<file path="config.mk">
export PLATFORM = sky130hd
export DESIGN_NAME = mem_port_arbiter_flat
export DESIGN_NICKNAME = d
export VERILOG_FILES = /design/src/rtl/mem_port_arbiter_if.sv /design/src/rtl/mem_port_arbiter.sv /design/src/flat_wrapper.sv
export SDC_FILE = /design/constraint.sdc
export NUM_CORES = 1
export LEC_CHECK = 0
export ABC_CLOCK_PERIOD_IN_PS = 4600
export CORE_MARGIN = 2
export CORE_UTILIZATION = 30
export CTS_BUF_LIST = sky130_fd_sc_hd__clkbuf_4 sky130_fd_sc_hd__clkbuf_8
export DETAILED_ROUTE_END_ITERATION = 6
export PLACE_DENSITY_LB_ADDON = 0.1
export SKIP_CTS_REPAIR_TIMING = 1
export SLEW_MARGIN = 30
export SYNTH_ARGS = -nofsm -noshare
export SYNTH_HDL_FRONTEND = slang
export SYNTH_SLANG_ARGS = --single-unit
</file>
<file path="constraint.sdc">
create_clock -name clk -period 4.6 [get_ports clk]
set_clock_uncertainty 0.15 [all_clocks]
set_input_delay 0.46 -clock clk [delete_from_list [all_inputs] [get_ports clk]]
set_output_delay 0.46 -clock clk [all_outputs]
set_load 0.02 [all_outputs]
</file>
<file path="src/rtl/mem_port_arbiter_if.sv">
// Bus bundle between the memory-port arbiter, its two requesters (IF and DM)
// and the single-ported instruction/data memory.
//   slave  : arbiter view (takes requests and memory read data, drives done/memory strobe)
//   master : environment view (requesters plus memory)
interface mem_port_arbiter_if #(
    parameter int ADDR_W = 32,
    parameter int DATA_W = 32
);
    logic              if_req;
    logic [ADDR_W-1:0] if_addr;
    logic              if_done;
    logic [DATA_W-1:0] if_rdata;

    logic              dm_req;
    logic              dm_we;
    logic [ADDR_W-1:0] dm_addr;
    logic [DATA_W-1:0] dm_wdata;
    logic              dm_done;
    logic [DATA_W-1:0] dm_rdata;

    logic              mem_req;
    logic              mem_we;
    logic [ADDR_W-1:0] mem_addr;
    logic [DATA_W-1:0] mem_wdata;
    logic [DATA_W-1:0] mem_rdata;

    logic              busy;
    logic              grant_id;

    modport slave (
        input  if_req, if_addr, dm_req, dm_we, dm_addr, dm_wdata, mem_rdata,
        output if_done, if_rdata, dm_done, dm_rdata,
        output mem_req, mem_we, mem_addr, mem_wdata, busy, grant_id
    );

    modport master (
        output if_req, if_addr, dm_req, dm_we, dm_addr, dm_wdata, mem_rdata,
        input  if_done, if_rdata, dm_done, dm_rdata,
        input  mem_req, mem_we, mem_addr, mem_wdata, busy, grant_id
    );
endinterface

</file>
<file path="src/rtl/mem_port_arbiter.sv">
// mem_port_arbiter
// Shares one single-ported memory between instruction fetch (IF) and the data
// stage (DM). Each access runs IDLE -> ISSUE -> WAIT -> DONE -> IDLE; the memory
// answers a fixed MEM_LAT cycles after its one-cycle mem_req strobe.
// Arbitration: DM wins ties, except that after STARVE_MAX consecutive DM grants
// made while IF was waiting, IF is served.
// Optional build macro ARB_ROUND_ROBIN_EN: ties alternate between requesters
// (tie-breaker starts as "IF last") and the starvation counter is removed.
// All outputs are registered and clear asynchronously on rst_n low.
module mem_port_arbiter #(
    parameter int ADDR_W     = 32,
    parameter int DATA_W     = 32,
    parameter int MEM_LAT    = 2,
    parameter int STARVE_MAX = 3
) (
    input  logic              clk,
    input  logic              rst_n,
    mem_port_arbiter_if.slave bus
);

    localparam int                WAIT_W    = (MEM_LAT > 1) ? $clog2(MEM_LAT) : 1;
    localparam logic [WAIT_W-1:0] WAIT_LOAD = WAIT_W'(MEM_LAT - 1);
    localparam logic [WAIT_W-1:0] WAIT_ZERO = {WAIT_W{1'b0}};
    localparam logic [WAIT_W-1:0] WAIT_ONE  = WAIT_W'(1);

    typedef enum logic [1:0] {
        ST_IDLE  = 2'd0,
        ST_ISSUE = 2'd1,
        ST_WAIT  = 2'd2,
        ST_DONE  = 2'd3
    } state_t;

    state_t              state_r;
    state_t              state_next_s;
    logic                grant_s;
    logic                dm_win_s;
    logic [WAIT_W-1:0]   wait_cnt_r;

    logic                owner_r;
    logic                mem_req_r;
    logic                mem_we_r;
    logic [ADDR_W-1:0]   mem_addr_r;
    logic [DATA_W-1:0]   mem_wdata_r;
    logic                busy_r;
    logic                if_done_r;
    logic                dm_done_r;
    logic [DATA_W-1:0]   if_rdata_r;
    logic [DATA_W-1:0]   dm_rdata_r;

`ifdef ARB_ROUND_ROBIN_EN
    logic last_dm_r;

    // Winner selection: alternate on ties, otherwise the only requester wins
    always_comb begin
        dm_win_s = 1'b0;
        if (bus.dm_req && bus.if_req) begin
            dm_win_s = ~last_dm_r;
        end else if (bus.dm_req) begin
            dm_win_s = 1'b1;
        end else begin
            dm_win_s = 1'b0;
        end
    end

    // Tie-breaker remembers who was granted last (reset value means "IF last")
    always_ff @(posedge clk or negedge rst_n) begin
        if (!rst_n) begin
            last_dm_r <= 1'b0;
        end else if (grant_s) begin
            last_dm_r <= dm_win_s;
        end
    end
`else
    localparam int                  STARVE_W   = $clog2(STARVE_MAX + 1);
    localparam logic [STARVE_W-1:0] STARVE_LIM = STARVE_W'(STARVE_MAX);
    localparam logic [STARVE_W-1:0] STARVE_ONE = STARVE_W'(1);

    logic [STARVE_W-1:0] starve_cnt_r;

    // Winner selection: DM priority unless IF has been passed over STARVE_MAX times
    always_comb begin
        dm_win_s = 1'b0;
        if (bus.dm_req && !(bus.if_req && (starve_cnt_r == STARVE_LIM))) begin
            dm_win_s = 1'b1;
        end else begin
            dm_win_s = 1'b0;
        end
    end

    // Starvation counter: counts DM grants that left IF waiting, cleared by an IF grant
    always_ff @(posedge clk or negedge rst_n) begin
        if (!rst_n) begin
            starve_cnt_r <= {STARVE_W{1'b0}};
        end else if (grant_s) begin
            if (!dm_win_s) begin
                starve_cnt_r <= {STARVE_W{1'b0}};
            end else if (bus.if_req && (starve_cnt_r != STARVE_LIM)) begin
                starve_cnt_r <= starve_cnt_r + STARVE_ONE;
            end
        end
    end
`endif

    // Next-state logic; a grant is taken only from IDLE with a pending request
    always_comb begin
        state_next_s = state_r;
        grant_s      = 1'b0;
        case (state_r)
            ST_IDLE: begin
                if (bus.if_req || bus.dm_req) begin
                    grant_s      = 1'b1;
                    state_next_s = ST_ISSUE;
                end else begin
                    state_next_s = ST_IDLE;
                end
            end
            ST_ISSUE: state_next_s = ST_WAIT;
            ST_WAIT: begin
                if (wait_cnt_r == WAIT_ZERO) begin
                    state_next_s = ST_DONE;
                end else begin
                    state_next_s = ST_WAIT;
                end
            end
            ST_DONE: state_next_s = ST_IDLE;
            default: state_next_s = ST_IDLE;
        endcase
    end

    // State register plus the status/strobe outputs derived from the next state
    always_ff @(posedge clk or negedge rst_n) begin
        if (!rst_n) begin
            state_r   <= ST_IDLE;
            busy_r    <= 1'b0;
            mem_req_r <= 1'b0;
            if_done_r <= 1'b0;
            dm_done_r <= 1'b0;
        end else begin
            state_r   <= state_next_s;
            busy_r    <= (state_next_s != ST_IDLE);
            mem_req_r <= (state_next_s == ST_ISSUE);
            if_done_r <= (state_next_s == ST_DONE) && !owner_r;
            dm_done_r <= (state_next_s == ST_DONE) && owner_r;
        end
    end

    // Latch the winner's access at grant; held on the memory bus until the next grant
    always_ff @(posedge clk or negedge rst_n) begin
        if (!rst_n) begin
            owner_r     <= 1'b0;
            mem_we_r    <= 1'b0;
            mem_addr_r  <= {ADDR_W{1'b0}};
            mem_wdata_r <= {DATA_W{1'b0}};
        end else if (grant_s) begin
            owner_r     <= dm_win_s;
            mem_we_r    <= dm_win_s & bus.dm_we;
            mem_addr_r  <= dm_win_s ? bus.dm_addr : bus.if_addr;
            mem_wdata_r <= dm_win_s ? bus.dm_wdata : {DATA_W{1'b0}};
        end
    end

    // Read-latency counter: loaded while issuing, counts down in WAIT
    always_ff @(posedge clk or negedge rst_n) begin
        if (!rst_n) begin
            wait_cnt_r <= WAIT_ZERO;
        end else if (state_r == ST_ISSUE) begin
            wait_cnt_r <= WAIT_LOAD;
        end else if ((state_r == ST_WAIT) && (wait_cnt_r != WAIT_ZERO)) begin
            wait_cnt_r <= wait_cnt_r - WAIT_ONE;
        end
    end

    // Capture read data on the last WAIT cycle into the owner's rdata (stores return 0)
    always_ff @(posedge clk or negedge rst_n) begin
        if (!rst_n) begin
            if_rdata_r <= {DATA_W{1'b0}};
            dm_rdata_r <= {DATA_W{1'b0}};
        end else if ((state_r == ST_WAIT) && (wait_cnt_r == WAIT_ZERO)) begin
            if (owner_r) begin
                dm_rdata_r <= mem_we_r ? {DATA_W{1'b0}} : bus.mem_rdata;
            end else begin
                if_rdata_r <= bus.mem_rdata;
            end
        end
    end

    assign bus.mem_req   = mem_req_r;
    assign bus.mem_we    = mem_we_r;
    assign bus.mem_addr  = mem_addr_r;
    assign bus.mem_wdata = mem_wdata_r;
    assign bus.busy      = busy_r;
    assign bus.grant_id  = owner_r;
    assign bus.if_done   = if_done_r;
    assign bus.if_rdata  = if_rdata_r;
    assign bus.dm_done   = dm_done_r;
    assign bus.dm_rdata  = dm_rdata_r;

endmodule
</file>
<file path="src/flat_wrapper.sv">
// flat-port wrapper written by rule: the top's interface ports become plain ports
module mem_port_arbiter_flat 
#(
    parameter int ADDR_W     = 32,
    parameter int DATA_W     = 32,
    parameter int MEM_LAT    = 2,
    parameter int STARVE_MAX = 3
)
  (clk, rst_n, bus_if_req, bus_if_addr, bus_dm_req, bus_dm_we, bus_dm_addr, bus_dm_wdata, bus_mem_rdata, bus_if_done, bus_if_rdata, bus_dm_done, bus_dm_rdata, bus_mem_req, bus_mem_we, bus_mem_addr, bus_mem_wdata, bus_busy, bus_grant_id);
  mem_port_arbiter_if #(.ADDR_W(ADDR_W), .DATA_W(DATA_W)) bus_i ();
  input  logic clk;
  input  logic rst_n;
  input wire logic [$bits(bus_i.if_req)-1:0] bus_if_req;
  input wire logic [$bits(bus_i.if_addr)-1:0] bus_if_addr;
  input wire logic [$bits(bus_i.dm_req)-1:0] bus_dm_req;
  input wire logic [$bits(bus_i.dm_we)-1:0] bus_dm_we;
  input wire logic [$bits(bus_i.dm_addr)-1:0] bus_dm_addr;
  input wire logic [$bits(bus_i.dm_wdata)-1:0] bus_dm_wdata;
  input wire logic [$bits(bus_i.mem_rdata)-1:0] bus_mem_rdata;
  output wire logic [$bits(bus_i.if_done)-1:0] bus_if_done;
  output wire logic [$bits(bus_i.if_rdata)-1:0] bus_if_rdata;
  output wire logic [$bits(bus_i.dm_done)-1:0] bus_dm_done;
  output wire logic [$bits(bus_i.dm_rdata)-1:0] bus_dm_rdata;
  output wire logic [$bits(bus_i.mem_req)-1:0] bus_mem_req;
  output wire logic [$bits(bus_i.mem_we)-1:0] bus_mem_we;
  output wire logic [$bits(bus_i.mem_addr)-1:0] bus_mem_addr;
  output wire logic [$bits(bus_i.mem_wdata)-1:0] bus_mem_wdata;
  output wire logic [$bits(bus_i.busy)-1:0] bus_busy;
  output wire logic [$bits(bus_i.grant_id)-1:0] bus_grant_id;
  assign bus_i.if_req = bus_if_req;
  assign bus_i.if_addr = bus_if_addr;
  assign bus_i.dm_req = bus_dm_req;
  assign bus_i.dm_we = bus_dm_we;
  assign bus_i.dm_addr = bus_dm_addr;
  assign bus_i.dm_wdata = bus_dm_wdata;
  assign bus_i.mem_rdata = bus_mem_rdata;
  assign bus_if_done = bus_i.if_done;
  assign bus_if_rdata = bus_i.if_rdata;
  assign bus_dm_done = bus_i.dm_done;
  assign bus_dm_rdata = bus_i.dm_rdata;
  assign bus_mem_req = bus_i.mem_req;
  assign bus_mem_we = bus_i.mem_we;
  assign bus_mem_addr = bus_i.mem_addr;
  assign bus_mem_wdata = bus_i.mem_wdata;
  assign bus_busy = bus_i.busy;
  assign bus_grant_id = bus_i.grant_id;
  mem_port_arbiter #(.ADDR_W(ADDR_W), .DATA_W(DATA_W), .MEM_LAT(MEM_LAT), .STARVE_MAX(STARVE_MAX)) u_core (.clk(clk), .rst_n(rst_n), .bus(bus_i));
endmodule
</file>
Word level (Yosys, flattened, before mapping):

Cells that the tools add are included.

* equality and inequality tests: 8
* reductions and logical operators: 16
* add/subtract/negate cells: 2
* bitwise gates (word level): 3
* mux-type cells: 13

Operators with widths (count)
* two-way mux 32 bit: 3
* == test 2 bit (second input constant): 4
* case mux 2 bit (4 select lines): 1
* logical AND 1 bit: 7
* two-way mux 1 bit: 7
* AND reduction 2 bit: 3
* == test 2 x 1 -> 1 bit (second input constant): 2
* two-way mux 2 bit: 2
* inequality test 2 bit (second input constant): 2
* nonzero test 2 bit: 2
* adder 2 x 1 -> 2 bit (second input constant): 1
* logical NOT 1 bit: 2
* logical NOT 2 bit: 1
* inverter 1 bit: 2
* AND 1 bit: 1
* logical OR 1 bit: 1
* subtractor 1 bit (second input constant): 1

* bits of input ports: 133
* register bits: 139

Longest topological paths before layout:

Gate-level depths: netlist of run 1.

* word-level depth: 7
* gate-level depth with buffers: 7
* depth with buffers taken out: 5

Least setup slack after synthesis of run 1:

No wires, ideal clock.

* path kind: register to register
* from: register u_core.state_r[0]
* to: register u_core.if_rdata_r[0], in the netlist u_core.bus.if_rdata[0]
* required time: 4.325 ns
* arrival time: 1.456 ns
* stages on the path, launching flop included: 7
* setup slack: 2.869 ns
* library setup time: 0.125 ns
* path buffers: 1
* period minus slack after synthesis: 1.731 ns
* cell sequence: dfrtp_1 > inv_1 > ha_1 > nand2b_1 > nor2_2 > buf_2 > mux2_2

* word-level cells in the longest chain between the ends: 3

RTL lines
* start: declaration: RTL line mem_port_arbiter.sv:33 `state_t state_r;`
* start signal: assignment: RTL line mem_port_arbiter.sv:139 `state_r <= state_next_s;`
* == test 2 bit: RTL line mem_port_arbiter.sv:178 `end else if ((state_r == ST_WAIT) && (wait_cnt_r == WAIT_ZERO)) begin`
* logical AND 1 bit: RTL line mem_port_arbiter.sv:178
* AND reduction 2 bit (no source line)
* end signal: assignment: RTL line mem_port_arbiter.sv:176 `if_rdata_r <= {DATA_W{1'b0}};`
* end signal: assignment: RTL line mem_port_arbiter.sv:182 `if_rdata_r <= bus.mem_rdata;`
* end: declaration: RTL line mem_port_arbiter.sv:47 `logic [DATA_W-1:0] if_rdata_r;`

Every way passes these cells.
A chain may end at the register's enable or synchronous reset.

Worst setup path in the final report of run 1:

* from: register u_core.mem_we_r, in the netlist u_core.bus.mem_we
* to: output bus_mem_we

RTL lines
* start: declaration: RTL line mem_port_arbiter.sv:41 `logic mem_we_r;`
* start signal: assignment: RTL line mem_port_arbiter.sv:156 `mem_we_r <= dm_win_s & bus.dm_we;`
* end: declaration: RTL line flat_wrapper.sv:25 `output wire logic [$bits(bus_i.mem_we)-1:0] bus_mem_we;`

No word-level cell between the ends.

==> results of run 1 <==
==> metrics by stage <==
stage,utilization [%],cell area (um2)
final,48.9,8810
after global routing,48.9,8810
after CTS,48.9,8810
after detailed placement,46.7,8410
after global placement,46.5,8380
after floorplan,-,5530
==> cell families after synthesis <==
kind of cell / Yosys count / synth area share (%)
AO/OA/AOI/OAI: 139 / 15.2
adder cells (fa/ha/maj): 5 / 1.13
buffers and inverters: 39 / 3.08
flip-flops: 139 / 62.9
multiplexers: 32 / 6.52
AND/OR/NAND/NOR: 138 / 11.2
==> state kept, by name (all words and copies together), names as in the netlist <==
register,cells
u_core.bus.busy,1
u_core.bus.dm_done,1
u_core.bus.dm_rdata,32
u_core.bus.grant_id,1
u_core.bus.if_done,1
u_core.bus.if_rdata,32
u_core.bus.mem_addr,32
u_core.bus.mem_req,1
u_core.bus.mem_wdata,32
u_core.bus.mem_we,1
u_core.starve_cnt_r,2
u_core.state_r,2
u_core.wait_cnt_r,1
==> worst register-to-register path, delay by kind of cell, from the launching register on <==
kind	cells	cell delay (ns)
AND/OR/NAND/NOR	2	0.63
flip-flops	1	0.39
multiplexers	1	0.35
buffers and inverters	2	0.34
adder cells (fa/ha/maj)	1	0.19
==> worst min-delay path by stage <==
stage | start | end | slack (ns) | cells past startpoint
floorplan | rst_n | u_core.bus.busy | 0.01 | 0
global placement | u_core.bus.dm_rdata[19] | u_core.bus.dm_rdata[19] | 0.31 | 2
detailed placement | u_core.bus.dm_rdata[26] | u_core.bus.dm_rdata[26] | 0.32 | 2
CTS | rst_n | u_core.bus.dm_rdata[21] | 0.02 | 1
global route | rst_n | u_core.bus.if_rdata[21] | 0.03 | 1
finish | rst_n | u_core.bus.dm_rdata[20] | -0.02 | 1
==> cells in the final DEF, fill, tap and decap left out, types with 2 or more instances in the layout <==
master             n
clkdlybuf4s50_1  265
dfrtp_1          139
nand2_1           67
a21oi_1           64
o21ai_0           35
nand2b_1          33
a22o_1            33
mux2_2            32
nor2_1            32
clkbuf_8          19
inv_1              5
ha_1               5
buf_4              5
clkinv_2           4
clkinv_4           4
clkinvlp_4         3
a21o_1             2
bufinv_16          2
==> layout make-up <==
type                       count  area [um2]
inverter                       5        18.8
multi-input combinational    314        1900
tap                          229         287
fill                        1647        9210
sequential                   139        3480
clock inverter                14         146
clock buffer                  18         248
antenna                        1        2.50
timing repair buffer         272        2730
==> metal layers <==
layer,share of wire (%),track usage (%)
met4,1.0,4.68
met2,46,26.2
met1,42,21.4
met5,0,0
met3,10,7.71
==> power by group through the flow <==
| stage | Clock, W | Combinational (W) | Sequential [W] |
|---|---|---|---|
| 2_1_floorplan | 0 | 0.00103 | 0.00287 |
| 3_3_place_gp | 0 | 0.00331 | 0.00216 |
| 3_5_place_dp | 0 | 0.00338 | 0.00218 |
| 4_1_cts | 0.00103 | 0.00338 | 0.00217 |
| 5_1_grt | 0.00108 | 0.00358 | 0.00224 |
| 6_report | 0.000989 | 0.00333 | 0.00216 |
==> results.toml, run 1 <==
[status]
outcome = "finished, violations left"
violations = "hold timing"

[sta]
worst_slack_ns = 2.24
min_period_ns = 2.36
maxSlewViolCount = 0
hold_ws_ns = -0.0201
slew_headroom_pct = 37.8
setup_viol = 0
fin_tns_setup_ns = 0
hold_violations = 13
tightest_slew_ns = 0.930
rsz0062_at_grt = "no"
max_freq_mhz = 423
fin_crit_sh_pct = 51.4

[worst_setup_path]
cp_num_cells = 2
crit_fanout = 34
rr_endpoint = "u_core.bus.if_rdata[31]"
r2r_start = "u_core.state_r[0]"
critical_path.max_stage_delay_ns = 0.67
cp_num_buf_inv = 2
cp.required_ns = 3.99
cpLargestDelayFamily = "buffers and inverters"
crit_path_cell_trace = "buf_4 > clkdlybuf4s50_1"
r2r_slack_ns = 2.45
path_class = "reg -> out"
cp-end-kind = "primary output"
worstSetupStartpoint = "u_core.bus.mem_we"
start_kind = "flop"
worstPathArrival_ns = 1.75
crit_end = "bus_mem_we"
reg2reg_depth = 6
slowest_stage = "clkdlybuf4s50_1"

[clock_network]
cts_tree = "yes"
clock_latency_ns = 0.43
clk_pin_slew_ns = 0.08
cts_num_sinks = 139
cts_root_buf = "clkbuf_8"
cts_htree_levels = 4
cts_buffers = 17
clock_tree.buffer_depth = 2

[placement]
dpl_worst_slack_ns = 1.85
dpl.hpwl_mm = 11.6
place_congestion = 0.767
dp_cells = 959
io_buffers = 266

[power]
power_density_nw_per_um2 = 736
clkPwrFrac_pct = 15.3
swShare_pct = 38.8
vdd_drop_max_v = 0.000326
switchingPower_w = 0.00252
leakage_nw = 3.75
combPwrFrac_pct = 51.4
p_int_w = 0.00397
share_seq_of_total_power_pct = 33.4
p_total_w = 0.00648

[die]
ios = 267
core_area_um2 = 18000
fp.dieW_um = 140
num_rows = 49
die_height_um = 140
initial_utilization_pct = 30.7
dieArea_um2 = 19500

[logic_synthesis]
yosys.area.top_type = "dfrtp_1"
netlist_area_um2 = 5530
syn_nets = 630
synth_top_area_share_pct = 62.9
avgSynthCellArea_um2 = 11.2
synth_cells = 492
ys_types = 26
synth_edf_count = 0
synth_most_common_cell = "dfrtp_1"
ys_top_cells_by_count = "139 x dfrtp_1, 67 x nand2_1, 64 x a21oi_1"
ys_ff_latch = 139
ys_warn_count = 0
synth_ff_type = "dfrtp_1"
ys_async_sr_fraction_pct = 100
netlist_top_cells_area = "dfrtp_1 63%, mux2_2 6.5%, a21oi_1 5.8%, a22o_1 5.2%, nand2_1 4.5%"
seq_area_frac_synth_pct = 62.9

[detailed_routing]
drc = 0
ant_nets = 0
drt_pass1_iterations = 4
vias = 4646
viasPerCell = 4.68
drt-total-wl_mm = 16.4
drt_iter0_drc = 212
wire_per_inst_um = 16.6

[global_route]
grt_usage_pct = 16.9
grt_max_degree = 109
grt_pass1_vias = 4874
antenna_found_initial = 1
grt.overflow.total = 0
grt_pass1_wl_mm = 26.1

[final_layout]
syn2layout_area_growth_pct = 59.4
final_net_count = 887
layoutNonFillerInstCount = 992
drive_above_1_share_pct = 10.2

[run]
max_cap_viol_count = 0

[min_path]
hp-class = "in -> async"
Note: power is estimated with default switching activity, not from simulation.
==> run 2, diff against run 1 <==
--- a/config.mk
+++ b/config.mk
@@ -5,7 +5,7 @@
 export SDC_FILE = /design/constraint.sdc
 export NUM_CORES = 1
 export LEC_CHECK = 0
-export ABC_CLOCK_PERIOD_IN_PS = 4600
+export ABC_CLOCK_PERIOD_IN_PS = 2300
 export CORE_MARGIN = 2
 export CORE_UTILIZATION = 30
 export CTS_BUF_LIST = sky130_fd_sc_hd__clkbuf_4 sky130_fd_sc_hd__clkbuf_8
==> constraint.sdc (replaced) <==
create_clock -name clk -period 2.3 [get_ports clk]
set_clock_uncertainty 0.15 [all_clocks]
set_input_delay 0.23 -clock clk [delete_from_list [all_inputs] [get_ports clk]]
set_output_delay 0.23 -clock clk [all_outputs]
set_load 0.02 [all_outputs]
==> results.toml, run 2 (same netlist as run 1, synthesis figures left out) <==
[final_layout]
final_cell_mix = "265 x clkdlybuf4s50_1, 139 x dfrtp_1, 67 x nand2_1"
drive_above_1_share_pct = 10.5
final_net_count = 894
final_common_cell = "clkdlybuf4s50_1"
postLayoutCoreUtil_pct = 49.7
layoutNonFillerInstCount = 997
antennaDiodeCount = 0
syn2layout_area_growth_pct = 62.0

[die]
num_rows = 49
dieArea_um2 = 19500
initial_utilization_pct = 30.7
core_area_um2 = 18000
die_height_um = 140
fp.dieW_um = 140
ios = 267

[worst_setup_path]
cp_num_cells = 1
crit_fanout = 4
cp_num_buf_inv = 1
start_kind = "flop"
crit_path_cell_trace = "clkdlybuf4s50_1"
cpLargestDelayFamily = "buffers and inverters"
cp.required_ns = 1.92
path_class = "reg -> out"
reg2reg_depth = 6
worstPathArrival_ns = 1.56
slowest_stage = "clkdlybuf4s50_1"
critical_path.max_stage_delay_ns = 0.66
cp-end-kind = "primary output"

[min_path]
hp-class = "in -> reg"
hold_depth = 3

[detailed_routing]
drc = 0
viasPerCell = 4.56
vias = 4548
wire_per_inst_um = 16.3
drt_pass1_iterations = 6
ant_nets = 0
drt_iter0_drc = 173
drt-total-wl_mm = 16.3

[clock_network]
cts_tree = "yes"
clock_latency_ns = 0.43
cts_buffers = 17
clk_pin_slew_ns = 0.08
cts_num_sinks = 139
cts_root_buf = "clkbuf_8"
cts_htree_levels = 4
clock_tree.buffer_depth = 2

[global_route]
grt_max_degree = 66
grt_pass1_vias = 4759
antenna_found_initial = 0
grt_usage_pct = 16.6
grt_pass1_wl_mm = 25.7
grt.overflow.total = 0

[sta]
slew_headroom_pct = 60.1
rsz0062_at_grt = "no"
max_freq_mhz = 515
maxSlewViolCount = 0
tightest_slew_ns = 0.599
setup_viol = 0
fin_crit_sh_pct = 84.5
hold_violations = 0
min_period_ns = 1.94
fin_tns_setup_ns = 0

[power]
leakage_nw = 3.83
power_density_nw_per_um2 = 1480
swShare_pct = 37.7
p_int_w = 0.00825
switchingPower_w = 0.00499
combPwrFrac_pct = 50.8
share_seq_of_total_power_pct = 32.7
clkPwrFrac_pct = 16.5
vdd_drop_max_v = 0.000714

[status]
outcome = "completed"

[placement]
dpl.hpwl_mm = 11.5
dp_cells = 965
io_buffers = 266
place_congestion = 0.804

[run]
max_cap_viol_count = 0
run 2: metal layers:
layer	wire (um)	vias to the layer above	share of wire, %	track usage, %
met5	0	-	0	0
met4	111	0	0.68	3.79
met3	1700	8	10	7.98
met2	7370	194	45	25.5
met1	7080	2148	44	21.2
li1	-	2198	-	-
run 2: area by class of cell:
| class | instances | area (um2) |
|---|---|---|
| multi-input combinational | 314 | 1900 |
| sequential | 139 | 3480 |
| inverter | 5 | 18.8 |
| tap | 229 | 287 |
| clock buffer | 20 | 269 |
| timing repair buffer | 279 | 2840 |
| fill | 1656 | 9070 |
| clock inverter | 11 | 168 |
run 2: final timing paths:
path | slack (ns) | endpoint | startpoint
min reg2reg | 0.33 | u_core.bus.dm_rdata[26] | u_core.bus.dm_rdata[26]
max reg2reg | 0.45 | u_core.bus.if_rdata[10] | u_core.state_r[0]
max in group asynchronous | 1.11 | u_core.bus.dm_rdata[29] | rst_n
max | 0.36 | bus_grant_id | u_core.bus.grant_id
min | 0.18 | u_core.bus.mem_addr[22] | bus_if_addr[22]
min in group asynchronous | 0.20 | u_core.bus.if_rdata[21] | rst_n
run 2: metrics by stage:
stage | hold WS, ns | area, um2 | setup WS (ns) | total power, W
floorplan | -0.216 | 5530 | 0.569 | 0.00779
global placement | 0.111 | 8510 | 0.349 | 0.0111
detailed placement | 0.117 | 8510 | 0.283 | 0.0112
CTS | -0.379 | 8950 | 0.299 | 0.0134
global route | 0.145 | 8960 | 0.284 | 0.0141
finish | 0.180 | 8960 | 0.358 | 0.0132
run 2: power groups by stage:
| stage | Sequential (W) | Clock (W) | Combinational, W |
|---|---|---|---|
| detailed placement | 0.00435 | 0 | 0.00683 |
| global placement | 0.00433 | 0 | 0.00675 |
| floorplan | 0.00573 | 0 | 0.00206 |
| global route | 0.00449 | 0.00235 | 0.00723 |
| CTS | 0.00435 | 0.00226 | 0.00683 |
| finish | 0.00433 | 0.00218 | 0.00672 |
